**src/rtl/wb_pkg.sv**
```systemverilog
// Shared types and widths for the writeback arbiter and its LSU result buffer.
package wb_pkg;

    localparam int REG_ADDR_W = 5;
    localparam int XLEN       = 32;

    typedef struct packed {
        logic [REG_ADDR_W-1:0] rd;
        logic [XLEN-1:0]       data;
    } wb_entry_t;

endpackage

```
**src/rtl/wb_fifo.sv**
```systemverilog
// Synchronous LSU result FIFO; the head entry is visible combinationally so the
// arbiter can write it in the same cycle it decides to pop.
module wb_fifo
    import wb_pkg::*;
#(
    parameter int DEPTH = 4
) (
    input  logic      clk,
    input  logic      rst,
    input  logic      push,
    input  wb_entry_t push_entry,
    input  logic      pop,
    output wb_entry_t head,
    output logic      full,
    output logic      empty
);

    localparam int AW = $clog2(DEPTH);

    wb_entry_t      mem_q [DEPTH];
    logic [AW-1:0]  wr_ptr_q, wr_ptr_d;
    logic [AW-1:0]  rd_ptr_q, rd_ptr_d;
    logic [AW:0]    count_q, count_d;
    logic           do_push, do_pop;

    assign full    = (count_q == (AW+1)'(DEPTH));
    assign empty   = (count_q == '0);
    assign do_push = push && !full;
    assign do_pop  = pop && !empty;
    assign head    = mem_q[rd_ptr_q];

    // DEPTH is a power of two, so the pointers wrap by plain overflow.
    always_comb begin
        wr_ptr_d = wr_ptr_q;
        rd_ptr_d = rd_ptr_q;
        if (do_push) wr_ptr_d = wr_ptr_q + AW'(1);
        if (do_pop)  rd_ptr_d = rd_ptr_q + AW'(1);
        count_d = count_q + (AW+1)'(do_push) - (AW+1)'(do_pop);
    end

    always_ff @(posedge clk or posedge rst) begin
        if (rst) begin
            wr_ptr_q <= '0;
            rd_ptr_q <= '0;
            count_q  <= '0;
        end else begin
            wr_ptr_q <= wr_ptr_d;
            rd_ptr_q <= rd_ptr_d;
            count_q  <= count_d;
        end
    end

    always_ff @(posedge clk) begin
        if (do_push) mem_q[wr_ptr_q] <= push_entry;
    end

endmodule

```
**src/rtl/wb_arbiter.sv**
```systemverilog
// Writeback arbiter: ALU results win the register-file port, buffered LSU results
// drain in the gaps, and a busy scoreboard stalls decode. Define WB_BYPASS_EN for bypass ports.
module wb_arbiter
    import wb_pkg::*;
#(
    parameter int FIFO_DEPTH = 4,
    parameter int STARVE_MAX = 3
) (
    input  logic                  clk,
    input  logic                  rst,
    input  logic                  issue_valid,
    input  logic [REG_ADDR_W-1:0] issue_rd,
    input  logic                  alu_valid,
    input  logic [REG_ADDR_W-1:0] alu_rd,
    input  logic [XLEN-1:0]       alu_data,
    input  logic                  lsu_valid,
    output logic                  lsu_ready,
    input  logic [REG_ADDR_W-1:0] lsu_rd,
    input  logic [XLEN-1:0]       lsu_data,
    input  logic [REG_ADDR_W-1:0] dec_rs1,
    input  logic [REG_ADDR_W-1:0] dec_rs2,
    input  logic [REG_ADDR_W-1:0] dec_rd,
    output logic                  stall,
    output logic                  alu_hold,
    output logic                  reg_write,
    output logic [REG_ADDR_W-1:0] rd_addr,
    output logic [XLEN-1:0]       write_data
`ifdef WB_BYPASS_EN
    ,
    output logic                  byp_rs1_hit,
    output logic                  byp_rs2_hit,
    output logic [XLEN-1:0]       byp_data
`endif
);

    wb_entry_t   lsu_entry, head;
    logic        full, empty, push, pop, pop_wr;
    logic [31:0] busy_q, busy_d;
    logic [3:0]  starve_q, starve_d;
    logic        alu_hold_q, alu_hold_d;
    logic        rs1_busy, rs2_busy, rd_busy;

    // LSU handshake: a result transfers on lsu_valid && lsu_ready; the producer
    // keeps lsu_valid and its payload stable until that happens.
    assign lsu_entry = '{rd: lsu_rd, data: lsu_data};
    assign lsu_ready = !full;
    assign push      = lsu_valid && !full;
    assign pop       = !alu_valid && !empty;
    assign pop_wr    = pop && (head.rd != '0);
    assign alu_hold  = alu_hold_q;

    wb_fifo #(.DEPTH(FIFO_DEPTH)) u_fifo (
        .clk        (clk),
        .rst        (rst),
        .push       (push),
        .push_entry (lsu_entry),
        .pop        (pop),
        .head       (head),
        .full       (full),
        .empty      (empty)
    );

    always_comb begin
        reg_write  = 1'b0;
        rd_addr    = '0;
        write_data = '0;
        if (alu_valid) begin
            reg_write  = (alu_rd != '0);
            rd_addr    = alu_rd;
            write_data = alu_data;
        end else if (!empty) begin
            reg_write  = (head.rd != '0);
            rd_addr    = head.rd;
            write_data = head.data;
        end
        if (rst) reg_write = 1'b0;
    end

    assign rs1_busy = (dec_rs1 != '0) && busy_q[dec_rs1];
    assign rs2_busy = (dec_rs2 != '0) && busy_q[dec_rs2];
    assign rd_busy  = (dec_rd  != '0) && busy_q[dec_rd];

`ifdef WB_BYPASS_EN
    // A source being written by this cycle's pop is forwarded instead of stalling.
    assign byp_rs1_hit = !rst && pop_wr && (head.rd == dec_rs1);
    assign byp_rs2_hit = !rst && pop_wr && (head.rd == dec_rs2);
    assign byp_data    = write_data;
    assign stall = !rst && ((rs1_busy && !byp_rs1_hit) || (rs2_busy && !byp_rs2_hit) || rd_busy);
`else
    assign stall = !rst && (rs1_busy || rs2_busy || rd_busy);
`endif

    always_comb begin
        busy_d = busy_q;
        if (pop_wr) busy_d[head.rd] = 1'b0;
        // A new issue to the same rd overrides the clear from the pop.
        if (issue_valid && (issue_rd != '0)) busy_d[issue_rd] = 1'b1;

        starve_d = starve_q;
        if (pop || empty)           starve_d = '0;
        else if (starve_q != 4'hF)  starve_d = starve_q + 4'd1;

        alu_hold_d = alu_hold_q;
        if (pop)                              alu_hold_d = 1'b0;
        else if (starve_d >= 4'(STARVE_MAX))  alu_hold_d = 1'b1;
    end

    always_ff @(posedge clk or posedge rst) begin
        if (rst) begin
            busy_q     <= '0;
            starve_q   <= '0;
            alu_hold_q <= 1'b0;
        end else begin
            busy_q     <= busy_d;
            starve_q   <= starve_d;
            alu_hold_q <= alu_hold_d;
        end
    end

endmodule

```
**config.mk**
```make
export PLATFORM = sky130hd
export DESIGN_NAME = wb_arbiter
export DESIGN_NICKNAME = d
export VERILOG_FILES = /design/src/rtl/wb_pkg.sv /design/src/rtl/wb_fifo.sv /design/src/rtl/wb_arbiter.sv
export SDC_FILE = /design/constraint.sdc
export NUM_CORES = 1
export LEC_CHECK = 0
export ABC_AREA = 1
export BUFFER_PORTS_ARGS = -buffer_cell sky130_fd_sc_hd__clkbuf_2
export CAP_MARGIN = 5
export CELL_PAD_IN_SITES_DETAIL_PLACEMENT = 1
export CELL_PAD_IN_SITES_GLOBAL_PLACEMENT = 2
export CORE_ASPECT_RATIO = 0.8
export CORE_MARGIN = 3
export CORE_UTILIZATION = 30
export DETAILED_ROUTE_END_ITERATION = 12
export PLACE_DENSITY_LB_ADDON = 0.1
export RECOVER_POWER = 25
export SYNTH_ARGS = -nofsm -noshare
export SYNTH_HDL_FRONTEND = slang
export SYNTH_SLANG_ARGS = --single-unit
```
**constraint.sdc**
```tcl
create_clock -name clk -period 5.6 [get_ports clk]
set_clock_uncertainty 0.15 [all_clocks]
set_input_delay 0.56 -clock clk [delete_from_list [all_inputs] [get_ports clk]]
set_output_delay 0.56 -clock clk [all_outputs]
set_load 0.05 [all_outputs]
```
==> load_flow_metrics.sql, run 1 <==
INSERT INTO impl_metrics (metric_group, metric, value, unit) VALUES
('worst_setup_path', 'cp_data_arrival_time', '3.10', 'ns'),
('global_route', 'grt_start_max_net_pins', '76', ''),
('cells_and_area', 'most-common-layout-cells', 'nand2_1 (209), edfxtp_1 (148), clkbuf_2 (112)', ''),
('logic_synthesis', 'xor_and_xnor_area_share_after_synthesis', '0.385', '%'),
('logic_synthesis', 'mappedNetlistNets', '1042', ''),
('detailed_routing', 'first_iter_violations', '359', ''),
('power', 'power_per_cell_area', '527', 'nW/µm²'),
('worst_setup_path', 'crit_top_cell', 'nor2_1', ''),
('global_route', 'grt-ovfl-total', '0', ''),
('sta', 'relSlewSlack', '35.0', '%'),
('logic_synthesis', 'synth_sequential_area_ratio', '60.9', '%'),
('logic_synthesis', 'synth_cell_type_count', '36', ''),
('clock_tree', 'cts.htree.levels', '4', ''),
('worst_setup_path', 'cp_max_fo', '39', ''),
('run_status', 'run_status', 'finished clean', ''),
('sta', 'worst_pin_slew', '0.974', 'ns'),
('clock_tree', 'quantity_of_gates_resized_following_cts', '0', ''),
('hold_path', 'hold_class', 'in -> async', ''),
('floorplanning', 'initial_core_util', '30.8', '%'),
('global_route', 'grt_antenna_before_repair', '1', ''),
('logic_synthesis', 'synth_edf_count', '148', ''),
('clock_tree', 'clock_sinks', '192', ''),
('sta', 'setup-violations-final', '0', ''),
('worst_setup_path', 'regToRegStartpoint', 'u_fifo.rd_ptr_q[1]', ''),
('worst_setup_path', 'timing.critical_path.from_type', 'flip-flop', ''),
('placed_design', 'gp_congestion', '0.793', ''),
('worst_setup_path', 'slowest_delay', '0.69', 'ns'),
('detailed_routing', 'dr.max_layer_used', 'met5', ''),
('logic_synthesis', 'synthArstFlopShare', '22.9', '%'),
('clock_tree', 'cts_buffer_depth', '2', ''),
('logic_synthesis', 'post_synth_adder_cell_area', '1.18', '%'),
('cells_and_area', 'fin_nets', '1167', ''),
('sta', 'report.final.hold_viol_count', '0', ''),
('clock_tree', 'holdBufCountCts', '0', ''),
('logic_synthesis', 'synth_top_family_by_area', 'simple AND/OR/NAND/NOR gates', ''),
('floorplanning', 'die-width', '201', 'µm'),
('detailed_routing', 'vias', '7100', ''),
('clock_tree', 'cts_root_buffer', 'clkbuf_16', ''),
('worst_setup_path', 'crit_path_cell_trace', 'buf_4 > inv_1 > nand3_1 > nand2_2 > nand2_1 > nor2_2 > a21oi_4 > nor2_1 > nor2_1 > clkbuf_2', ''),
('floorplanning', 'floorplan.rows', '56', ''),
('cells_and_area', 'drive_gt1_share', '17.4', '%'),
('cells_and_area', 'area.growth.synth_to_final', '18.3', '%'),
('detailed_routing', 'wl_per_cell', '19.1', 'µm'),
('sta', 'clock.fmax', '262', 'MHz'),
('clock_tree', 'post-cts-setup-buffers', '0', ''),
('global_route', 'via_count_of_the_first_global_routing_pass', '7408', ''),
('detailed_routing', 'postRouteWirelength', '28.2', 'mm'),
('detailed_routing', 'wl_met2', '12.1', 'mm'),
('sta', 'post-route-period-util', '68.1', '%'),
('clock_tree', 'cts_tree', 'built', ''),
('detailed_routing', 'ant_nets', '0', ''),
('sta', 'final.min_clock_period', '3.81', 'ns'),
('clock_tree', 'clk_pin_slew_worst_paths', '0.07', 'ns'),
('detailed_routing', 'drcViolationCount', '0', ''),
('logic_synthesis', 'synth_seq_cells', '192', ''),
('floorplanning', 'die-area', '32500', 'µm²'),
('power', 'irDropWorstVdd', '351', 'µV'),
('logic_synthesis', 'post_synth_mux_area_share', '0.110', '%'),
('worst_setup_path', 'buffer_and_inverter_count_on_the_worst_path', '3', ''),
('global_route', 'grt_pass1_wl', '43.9', 'mm'),
('cells_and_area', 'antenna_diode_count', '0', ''),
('sta', 'final-max-slew-violation-count', '0', ''),
('detailed_routing', 'vias_per_cell', '4.80', ''),
('floorplanning', 'placeableCoreArea', '29600', 'µm²'),
('detailed_routing', 'm1WireLength', '14.7', 'mm'),
('logic_synthesis', 'postSynthCellCount', '935', ''),
('global_route', 'groute.usage.overall', '17.6', '%'),
('clock_tree', 'cts_buffers', '17', ''),
('floorplanning', 'ios', '140', ''),
('worst_setup_path', 'setup.worst_path.start', 'u_fifo.rd_ptr_q[1]', ''),
('sta', 'finalSetupTns', '0', 'ns');
-- report_power, final --
part,internal [mW],switching (mW)
combinational,0.626,1.82
sequential,1.92,0.130
clock,0.620,0.560
total,3.16,2.51
-- cell families after synthesis --
logic type / Yosys count
flip-flops: 192
AND/OR/NAND/NOR: 409
buffers and inverters: 132
multiplexers: 1
AO/OA/AOI/OAI: 189
XOR/XNOR: 4
adder cells (fa/ha/maj): 8
-- per-layer routing --
layer	GRT usage (%)	up-vias
met5	0	-
met4	4.05	2
met3	3.25	18
met2	26.4	137
met1	26.5	3463
li1	-	3480
-- sequential cells by signal, indices dropped and copies added (netlist names) --
signal and count:
u_fifo.rd_ptr_q 2, alu_hold 1, starve_q 4, u_fifo.mem_q 148, busy_q 32, u_fifo.count_q 3, u_fifo.wr_ptr_q 2
-- worst paths after layout --
kind,end,slack (ns),cells past startpoint
worst max-delay path,reg_write,1.79,10
worst min-delay path,busy_q[12],0.19,2
worst max register to register,busy_q[16],2.79,10
worst min register to register,busy_q[0],0.23,0
max in group asynchronous,u_fifo.rd_ptr_q[0],4.43,2
min in group clk,u_fifo.mem_q[1][8],0.20,1
-- cell usage after synthesis (12+ instances only) --
library cell,instances,area [µm²]
nor2_1,95,357
dfrtp_1,44,1100
inv_2,12,45.0
inv_1,74,278
nand2_1,209,785
nand3_1,79,395
o21ai_1,30,150
edfxtp_1,148,4440
a22o_1,32,280
clkbuf_1,30,113
o22ai_1,37,231
o21ai_0,75,375
-- layout make-up --
type,count,area (µm²),area share (%)
repair buffers,150,743,6.90
multi-input cells,611,3080,28.6
clock inverters,11,91.3,0.848
clock buffers,21,473,4.39
inverters,88,330,3.07
flip-flops and latches,192,5550,51.5
well taps,406,508,4.72
-- stage by stage --
stage / total power [mW] / hold slack (ns) / instance area, µm² / setup slack (ns) / utilization [%]
2_1_floorplan: 3.78 / 0.279 / 9100 / 2.32 / -
3_3_place_gp: 4.55 / 0.215 / 10200 / 2.21 / 34.6
3_5_place_dp: 4.57 / 0.219 / 10200 / 2.16 / 34.6
4_1_cts: 5.76 / 0.164 / 10800 / 1.66 / 36.5
5_1_grt: 6.09 / 0.210 / 10800 / 1.44 / 36.4
6_report: 5.67 / 0.188 / 10800 / 1.79 / 36.4
-- worst register-to-register path, delay by kind of cell (launching register included) --
| family | cells | cell delay, ns |
|---|---|---|
| compound gates | 3 | 0.56 |
| simple gates | 5 | 0.76 |
| flops | 1 | 0.33 |
| buf+inv | 2 | 0.90 |
No activity file was read; power rests on OpenSTA's default activity.
==> inputs of run 2 (changes only) <==
- ABC_AREA: 1 -> 0
- clock period: 5.6 -> 3.2 ns (I/O delays scaled with it)
==> load_flow_metrics.sql, run 2 <==
INSERT INTO impl_metrics (metric_group, metric, value, unit) VALUES
('run_status', 'run_status', 'finished clean', ''),
('worst_setup_path', 'slowest_delay', '0.62', 'ns'),
('worst_setup_path', 'worst-setup-path-type', 'reg -> out', ''),
('worst_setup_path', 'critical_path.top_delay_family', 'buffers and inverters', ''),
('sta', 'worst_pin_slew', '0.702', 'ns'),
('logic_synthesis', 'yosysMostFrequentCell', 'edfxtp_1', ''),
('floorplanning', 'initial_core_util', '30.9', '%'),
('clock_tree', 'clock_sinks', '192', ''),
('sta', 'unrepaired_setup_endpoints_after_global_routing', 'false', ''),
('worst_setup_path', 'cp_max_fo', '25', ''),
('power', 'p_leak', '3.96', 'nW'),
('logic_synthesis', 'synth_top_cell_area_share', '52.0', '%'),
('cells_and_area', 'layout_commonest_cell', 'edfxtp_1', ''),
('hold_path', 'hold_depth', '2', ''),
('logic_synthesis', 'synth_cell_type_count', '50', ''),
('logic_synthesis', 'synth_seq_cells', '192', ''),
('cells_and_area', 'area.growth.synth_to_final', '24.7', '%'),
('worst_setup_path', 'path_depth', '4', ''),
('placed_design', 'port_buffers', '139', ''),
('logic_synthesis', 'yosysWarnings', '0', ''),
('worst_setup_path', 'crit_path_cell_trace', 'buf_4 > mux4_2 > a22o_1 > clkbuf_2', ''),
('logic_synthesis', 'mappedNetlistNets', '624', ''),
('detailed_routing', 'drcViolationCount', '0', ''),
('sta', 'report.final.hold_viol_count', '0', ''),
('cells_and_area', 'largest_regs', 'u_fifo.mem_q: 148 flops, busy_q: 32 flops, starve_q: 4 flops', ''),
('worst_setup_path', 'slowest_cell_on_the_critical_path', 'mux4_2', ''),
('sta', 'timing.hold.ws', '0.0856', 'ns'),
('sta', 'post-route-period-util', '92.8', '%'),
('detailed_routing', 'wl_per_cell', '21.3', 'µm'),
('logic_synthesis', 'syn_avg_cell_area', '16.5', 'µm²'),
('cells_and_area', 'fin_nets', '809', ''),
('cells_and_area', 'most-common-layout-cells', 'edfxtp_1 (148), clkbuf_2 (112), mux4_2 (53)', ''),
('cells_and_area', 'antenna_diode_count', '0', ''),
('clock_tree', 'clk_latency', '0.42', 'ns'),
('hold_path', 'hold_class', 'in -> reg', ''),
('sta', 'final-max-slew-violation-count', '0', ''),
('worst_setup_path', 'critical_path_required', '2.73', 'ns'),
('placed_design', 'gp_congestion', '0.775', ''),
('detailed_routing', 'firstDrtPassIters', '4', ''),
('detailed_routing', 'ant_nets', '0', ''),
('floorplanning', 'die_y', '157', 'µm'),
('worst_setup_path', 'cp_data_arrival_time', '2.50', 'ns'),
('clock_tree', 'cts.htree.levels', '4', ''),
('floorplanning', 'die-width', '195', 'µm'),
('placed_design', 'placement.setup.worst_slack', '0.600', 'ns'),
('global_route', 'groute.usage.overall', '15.1', '%'),
('logic_synthesis', 'synth_edf_count', '148', ''),
('sta', 'finalSetupTns', '0', 'ns'),
('detailed_routing', 'first_iter_violations', '278', ''),
('sta', 'post-route-worst-setup-slack', '0.230', 'ns'),
('clock_tree', 'cts_root_buffer', 'clkbuf_16', ''),
('job', 'drv.max_cap_violation_count', '0', ''),
('sta', 'final.min_clock_period', '2.97', 'ns'),
('floorplanning', 'ios', '140', ''),
('power', 'irDropWorstVdd', '416', 'µV'),
('logic_synthesis', 'synth_sequential_area_ratio', '64.8', '%'),
('cells_and_area', 'drive_gt1_share', '30.5', '%'),
('detailed_routing', 'vias_per_cell', '5.03', ''),
('placed_design', 'dp_cells', '1009', ''),
('worst_setup_path', 'cp-end-kind', 'output pin', ''),
('floorplanning', 'floorplan.rows', '54', ''),
('floorplanning', 'placeableCoreArea', '27600', 'µm²'),
('cells_and_area', 'instances_no_fill', '1079', ''),
('logic_synthesis', 'post_synth_most_frequent_cells', 'edfxtp_1 (148), mux4_2 (53), o21ai_0 (49)', ''),
('cells_and_area', 'largest_reg_flops', '148', ''),
('worst_setup_path', 'timing.critical_path.from_type', 'flip-flop', ''),
('global_route', 'grt_pass1_wl', '35.3', 'mm'),
('global_route', 'grt-ovfl-total', '0', ''),
('sta', 'relSlewSlack', '53.1', '%'),
('logic_synthesis', 'yosys.area.top_type', 'edfxtp_1', ''),
('global_route', 'via_count_of_the_first_global_routing_pass', '5917', ''),
('worst_setup_path', 'r2r_cells', '6', ''),
('clock_tree', 'cts_buffers', '17', ''),
('clock_tree', 'cts_buffer_depth', '2', ''),
('logic_synthesis', 'most_used_flip_flop_cell_after_synthesis', 'edfxtp_1', ''),
('sta', 'setup-violations-final', '0', ''),
('logic_synthesis', 'mappedNetlistArea', '8550', 'µm²'),
('power', 'power_per_cell_area', '884', 'nW/µm²'),
('floorplanning', 'die-area', '30600', 'µm²'),
('logic_synthesis', 'synth_area_leaders', 'edfxtp_1 (52%), mux4_2 (14%), dfrtp_1 (13%), a22o_1 (4.0%), o21ai_0 (2.9%)', ''),
('detailed_routing', 'vias', '5422', ''),
('logic_synthesis', 'synthArstFlopShare', '22.9', '%'),
('detailed_routing', 'postRouteWirelength', '22.9', 'mm'),
('clock_tree', 'cts_tree', 'built', ''),
('global_route', 'grt_antenna_before_repair', '2', ''),
('worst_setup_path', 'buffer_and_inverter_count_on_the_worst_path', '2', ''),
('cells_and_area', 'n_fill_cell', '2868', ''),
('logic_synthesis', 'postSynthCellCount', '517', ''),
('sta', 'clock.fmax', '337', 'MHz'),
('placed_design', 'dp_hpwl', '16.6', 'mm'),
('clock_tree', 'clk_pin_slew_worst_paths', '0.07', 'ns'),
('global_route', 'grt_start_max_net_pins', '50', ''),
('cells_and_area', 'largest_register', 'u_fifo.mem_q', '');
run 2: power breakdown:
group	internal (mW)	switching [mW]	leakage (nW)	total, mW
registers	3.36	0.400	1.89	3.76
clock network	1.29	0.873	0.290	2.16
logic	1.36	2.13	1.77	3.49
total	6.01	3.41	3.96	9.42
run 2: logic make-up (layout without fill, tap and decap cells):
kind of cell | after synthesis | count (layout) | share of synthesized area (%)
AO/OA/AOI/OAI | 116 | 116 | 9.28
XOR/XNOR | 6 | 6 | 0.614
adder cells (fa/ha/maj) | 8 | 8 | 1.26
buffers and inverters | 37 | 235 | 1.86
flip-flops | 192 | 192 | 64.8
multiplexers | 73 | 73 | 16.7
AND/OR/NAND/NOR | 85 | 85 | 5.47
run 2: path summary, 6_finish.rpt:
kind                                     from  slack [ns]        endpoint
max                        u_fifo.rd_ptr_q[0]        0.23  write_data[26]
min                               issue_rd[1]        0.09       busy_q[7]
max reg2reg                u_fifo.rd_ptr_q[0]        0.81      busy_q[18]
min reg2reg                         busy_q[0]        0.26       busy_q[0]
max in group asynchronous                 rst        1.78       busy_q[7]
min in group asynchronous                 rst        0.45        alu_hold
run 2: final cells by class:
cell class | count | area, µm² | share of cell area (%)
flip-flops and latches | 192 | 5550 | 52.0
multi-input cells | 288 | 2860 | 26.8
repair buffers | 191 | 1150 | 10.8
well taps | 364 | 455 | 4.27
clock buffers | 18 | 429 | 4.03
clock inverters | 14 | 171 | 1.61
inverters | 12 | 45.0 | 0.423
run 2: stage by stage:
stage | cell area (µm²) | util, % | power, mW
after global placement | 9710 | 35.1 | 7.24
after CTS | 10700 | 38.7 | 9.57
after detailed placement | 9710 | 35.1 | 7.33
after floorplan | 8550 | - | 6.23
after global routing | 10700 | 38.6 | 9.96
final | 10700 | 38.6 | 9.42
run 2: layer usage:
metal	part of all wire (%)	wire, µm	global-route usage (%)	up-vias
li1	-	-	-	2474
met1	50	11400	22.1	2815
met2	45	10300	23.3	114
met3	4.4	1000	3.53	15
met4	0.77	177	3.16	4
met5	0.13	29	0	-
run 2: timing repair:
action | CTS | global route
endpoints found under the hold margin | 163 | 0
hold buffers | 38 | 0
resized for setup | 0 | 1
buffers inserted | 0 | 0
endpoints found under the setup margin | 0 | 1
==> inputs of run 3 (changes only) <==
- CAP_MARGIN: 5 -> not set
- clock period: 3.2 -> 2.7 ns (I/O delays scaled with it)
==> load_flow_metrics.sql, run 3 (synthesized netlist as in run 2, its figures left out) <==
INSERT INTO impl_metrics (metric_group, metric, value, unit) VALUES
('worst_setup_path', 'setup.worst_path.start', 'u_fifo.rd_ptr_q[0]', ''),
('worst_setup_path', 'cp_max_fo', '5', ''),
('floorplanning', 'die-area', '30600', 'µm²'),
('run_status', 'run_status', 'finished clean', ''),
('power', 'p_leak', '4.06', 'nW'),
('worst_setup_path', 'timing.reg2reg.setup_slack', '0.41', 'ns'),
('sta', 'final-max-slew-violation-count', '0', ''),
('worst_setup_path', 'cp_data_arrival_time', '2.18', 'ns'),
('global_route', 'grt-ovfl-total', '0', ''),
('sta', 'worst_pin_slew', '0.708', 'ns'),
('cells_and_area', 'most-common-layout-cells', 'edfxtp_1 (148), clkbuf_2 (100), mux4_2 (55)', ''),
('global_route', 'via_count_of_the_first_global_routing_pass', '6004', ''),
('placed_design', 'gp_congestion', '0.781', ''),
('sta', 'report.final.hold_viol_count', '0', ''),
('power', 'power_per_cell_area', '1060', 'nW/µm²'),
('cells_and_area', 'largest_register', 'u_fifo.mem_q', ''),
('placed_design', 'dp_hpwl', '16.3', 'mm'),
('worst_setup_path', 'cp-end-kind', 'output pin', ''),
('clock_tree', 'clk_latency', '0.43', 'ns'),
('floorplanning', 'die-width', '195', 'µm'),
('power', 'design_power_total', '11.6', 'mW'),
('clock_tree', 'cts_root_buffer', 'clkbuf_16', ''),
('sta', 'setup-violations-final', '0', ''),
('power', 'switching_share', '35.9', '%'),
('detailed_routing', 'postRouteWirelength', '23.4', 'mm'),
('worst_setup_path', 'timing.critical_path.from_type', 'flip-flop', ''),
('sta', 'relSlewSlack', '52.3', '%'),
('sta', 'post-route-worst-setup-slack', '0.0958', 'ns'),
('cells_and_area', 'final_core_utilization', '39.6', '%'),
('placed_design', 'placement.setup.worst_slack', '0.234', 'ns'),
('clock_tree', 'clock_sinks', '192', ''),
('worst_setup_path', 'worst_setup_path_end', 'reg_write', ''),
('power', 'p_comb_share', '39.8', '%'),
('cells_and_area', 'largest_regs', 'u_fifo.mem_q: 148 flops, busy_q: 32 flops, starve_q: 4 flops', ''),
('detailed_routing', 'first_iter_violations', '365', ''),
('floorplanning', 'floorplan.rows', '54', ''),
('hold_path', 'hold_class', 'in -> reg', ''),
('power', 'power.switching', '4.15', 'mW'),
('sta', 'unrepaired_setup_endpoints_after_global_routing', 'true', ''),
('power', 'pwr-share-clk', '22.1', '%'),
('detailed_routing', 'ant_nets', '0', ''),
('worst_setup_path', 'critical_path_required', '2.28', 'ns'),
('clock_tree', 'cts.htree.levels', '4', ''),
('floorplanning', 'placeableCoreArea', '27600', 'µm²'),
('cells_and_area', 'area.growth.synth_to_final', '28.1', '%'),
('detailed_routing', 'drcViolationCount', '0', ''),
('job', 'drv.max_cap_violation_count', '0', ''),
('placed_design', 'port_buffers', '139', ''),
('cells_and_area', 'largest_reg_flops', '148', ''),
('sta', 'final.min_clock_period', '2.60', 'ns'),
('sta', 'post-route-period-util', '96.5', '%'),
('detailed_routing', 'firstDrtPassIters', '4', ''),
('worst_setup_path', 'r2r_end', 'u_fifo.count_q[2]', ''),
('global_route', 'grt_start_max_net_pins', '50', ''),
('cells_and_area', 'fin_nets', '817', ''),
('worst_setup_path', 'worst-setup-path-type', 'reg -> out', ''),
('worst_setup_path', 'regToRegStartpoint', 'u_fifo.count_q[2]', ''),
('clock_tree', 'clk_pin_slew_worst_paths', '0.07', 'ns'),
('power', 'irDropWorstVdd', '453', 'µV'),
('power', 'internal-power', '7.42', 'mW'),
('floorplanning', 'ios', '140', ''),
('detailed_routing', 'vias_per_cell', '5.13', ''),
('cells_and_area', 'antenna_diode_count', '0', ''),
('cells_and_area', 'drive_gt1_share', '32.5', '%'),
('global_route', 'groute.usage.overall', '15.7', '%'),
('cells_and_area', 'layout_commonest_cell', 'edfxtp_1', ''),
('worst_setup_path', 'r2r_cells', '9', ''),
('clock_tree', 'cts_buffers', '17', ''),
('power', 'proportion_of_power_drawn_by_flip_flops_and_latches', '38.1', '%'),
('detailed_routing', 'wl_per_cell', '21.6', 'µm'),
('floorplanning', 'die_y', '157', 'µm'),
('clock_tree', 'cts_buffer_depth', '2', ''),
('sta', 'timing.hold.ws', '0.0454', 'ns'),
('clock_tree', 'cts_tree', 'built', ''),
('sta', 'clock.fmax', '384', 'MHz'),
('detailed_routing', 'vias', '5575', ''),
('global_route', 'grt_pass1_wl', '36.2', 'mm'),
('global_route', 'grt_antenna_before_repair', '2', ''),
('floorplanning', 'initial_core_util', '30.9', '%'),
('hold_path', 'hold_path.startpoint', 'issue_rd[0]', '');
[run 3: cell types whose count changed in the layout (fill, tap and decap cells not counted), sizes merged]
| cell | delta |
|---|---|
| buf | +18 |
| bufinv | -3 |
| clkbuf | -3 |
| clkinv | -5 |
| clkinvlp | -1 |
| inv | +2 |
[run 3: power groups by stage]
stage | registers, mW | clock network [mW] | logic (mW)
2_1_floorplan | 4.31 | 0 | 3.08
4_1_cts | 4.41 | 2.63 | 4.65
3_3_place_gp | 4.47 | 0 | 4.37
3_5_place_dp | 4.50 | 0 | 4.43
5_1_grt | 4.50 | 2.76 | 4.99
6_report | 4.41 | 2.55 | 4.60
[run 3: worst max-delay path, cell delays in order (launching register included)]
cell and delay, ns:
dfrtp_2 0.38, buf_12 0.12, mux4_2 0.54, nor3_4 0.27, nand2_1 0.09, nand2_2 0.10
a21oi_4 0.07, buf_8 0.18
[run 3: worst min-delay path by stage]
| stage | to | cells past startpoint | slack [ns] |
|---|---|---|---|
| 2_1_floorplan | u_fifo.mem_q[0][0] | 0 | 0.22 |
| 3_3_place_gp | busy_q[0] | 0 | 0.25 |
| 3_5_place_dp | busy_q[0] | 0 | 0.25 |
| 4_1_cts | busy_q[7] | 2 | 0.02 |
| 5_1_grt | busy_q[7] | 2 | 0.05 |
| 6_report | busy_q[7] | 2 | 0.05 |
[run 3: layer usage]
layer / part of all wire, % / wire (µm) / vias to the layer above / track usage, %
met5: 0.12 / 27 / - / 0
met4: 0.74 / 174 / 4 / 3.87
met3: 3.9 / 917 / 16 / 3.51
met2: 46 / 10800 / 106 / 24.0
met1: 49 / 11500 / 2956 / 22.9
li1: - / - / 2493 / -
[run 3: cell type report]
class                   instances  area (µm²)
fillers                      2852       16700
well taps                     364         455
repair buffers                199        1420
clock buffers                  25         538
inverters                      12        45.0
clock inverters                 7        68.8
flip-flops and latches        192        5550
multi-input cells             288        2880
[run 3: what timing repair did]
action                     CTS  global route
setup endpoints to repair   18            15
gates cloned                 0             0
hold buffers                38             0
buffers inserted             4             1
pin swaps                    0             4
gates resized for setup     12            14
hold endpoints to repair   192             0
[run 3: per-stage QoR]
step / instance area [µm²] / cells / setup TNS (ns)
4_1_cts: 11000 / 1086 / -0.0521
6_report: 11000 / 1087 / 0
2_1_floorplan: 8550 / 517 / 0
3_3_place_gp: 9890 / 1012 / 0
3_5_place_dp: 9890 / 1012 / 0
5_1_grt: 11000 / 1087 / -0.0539
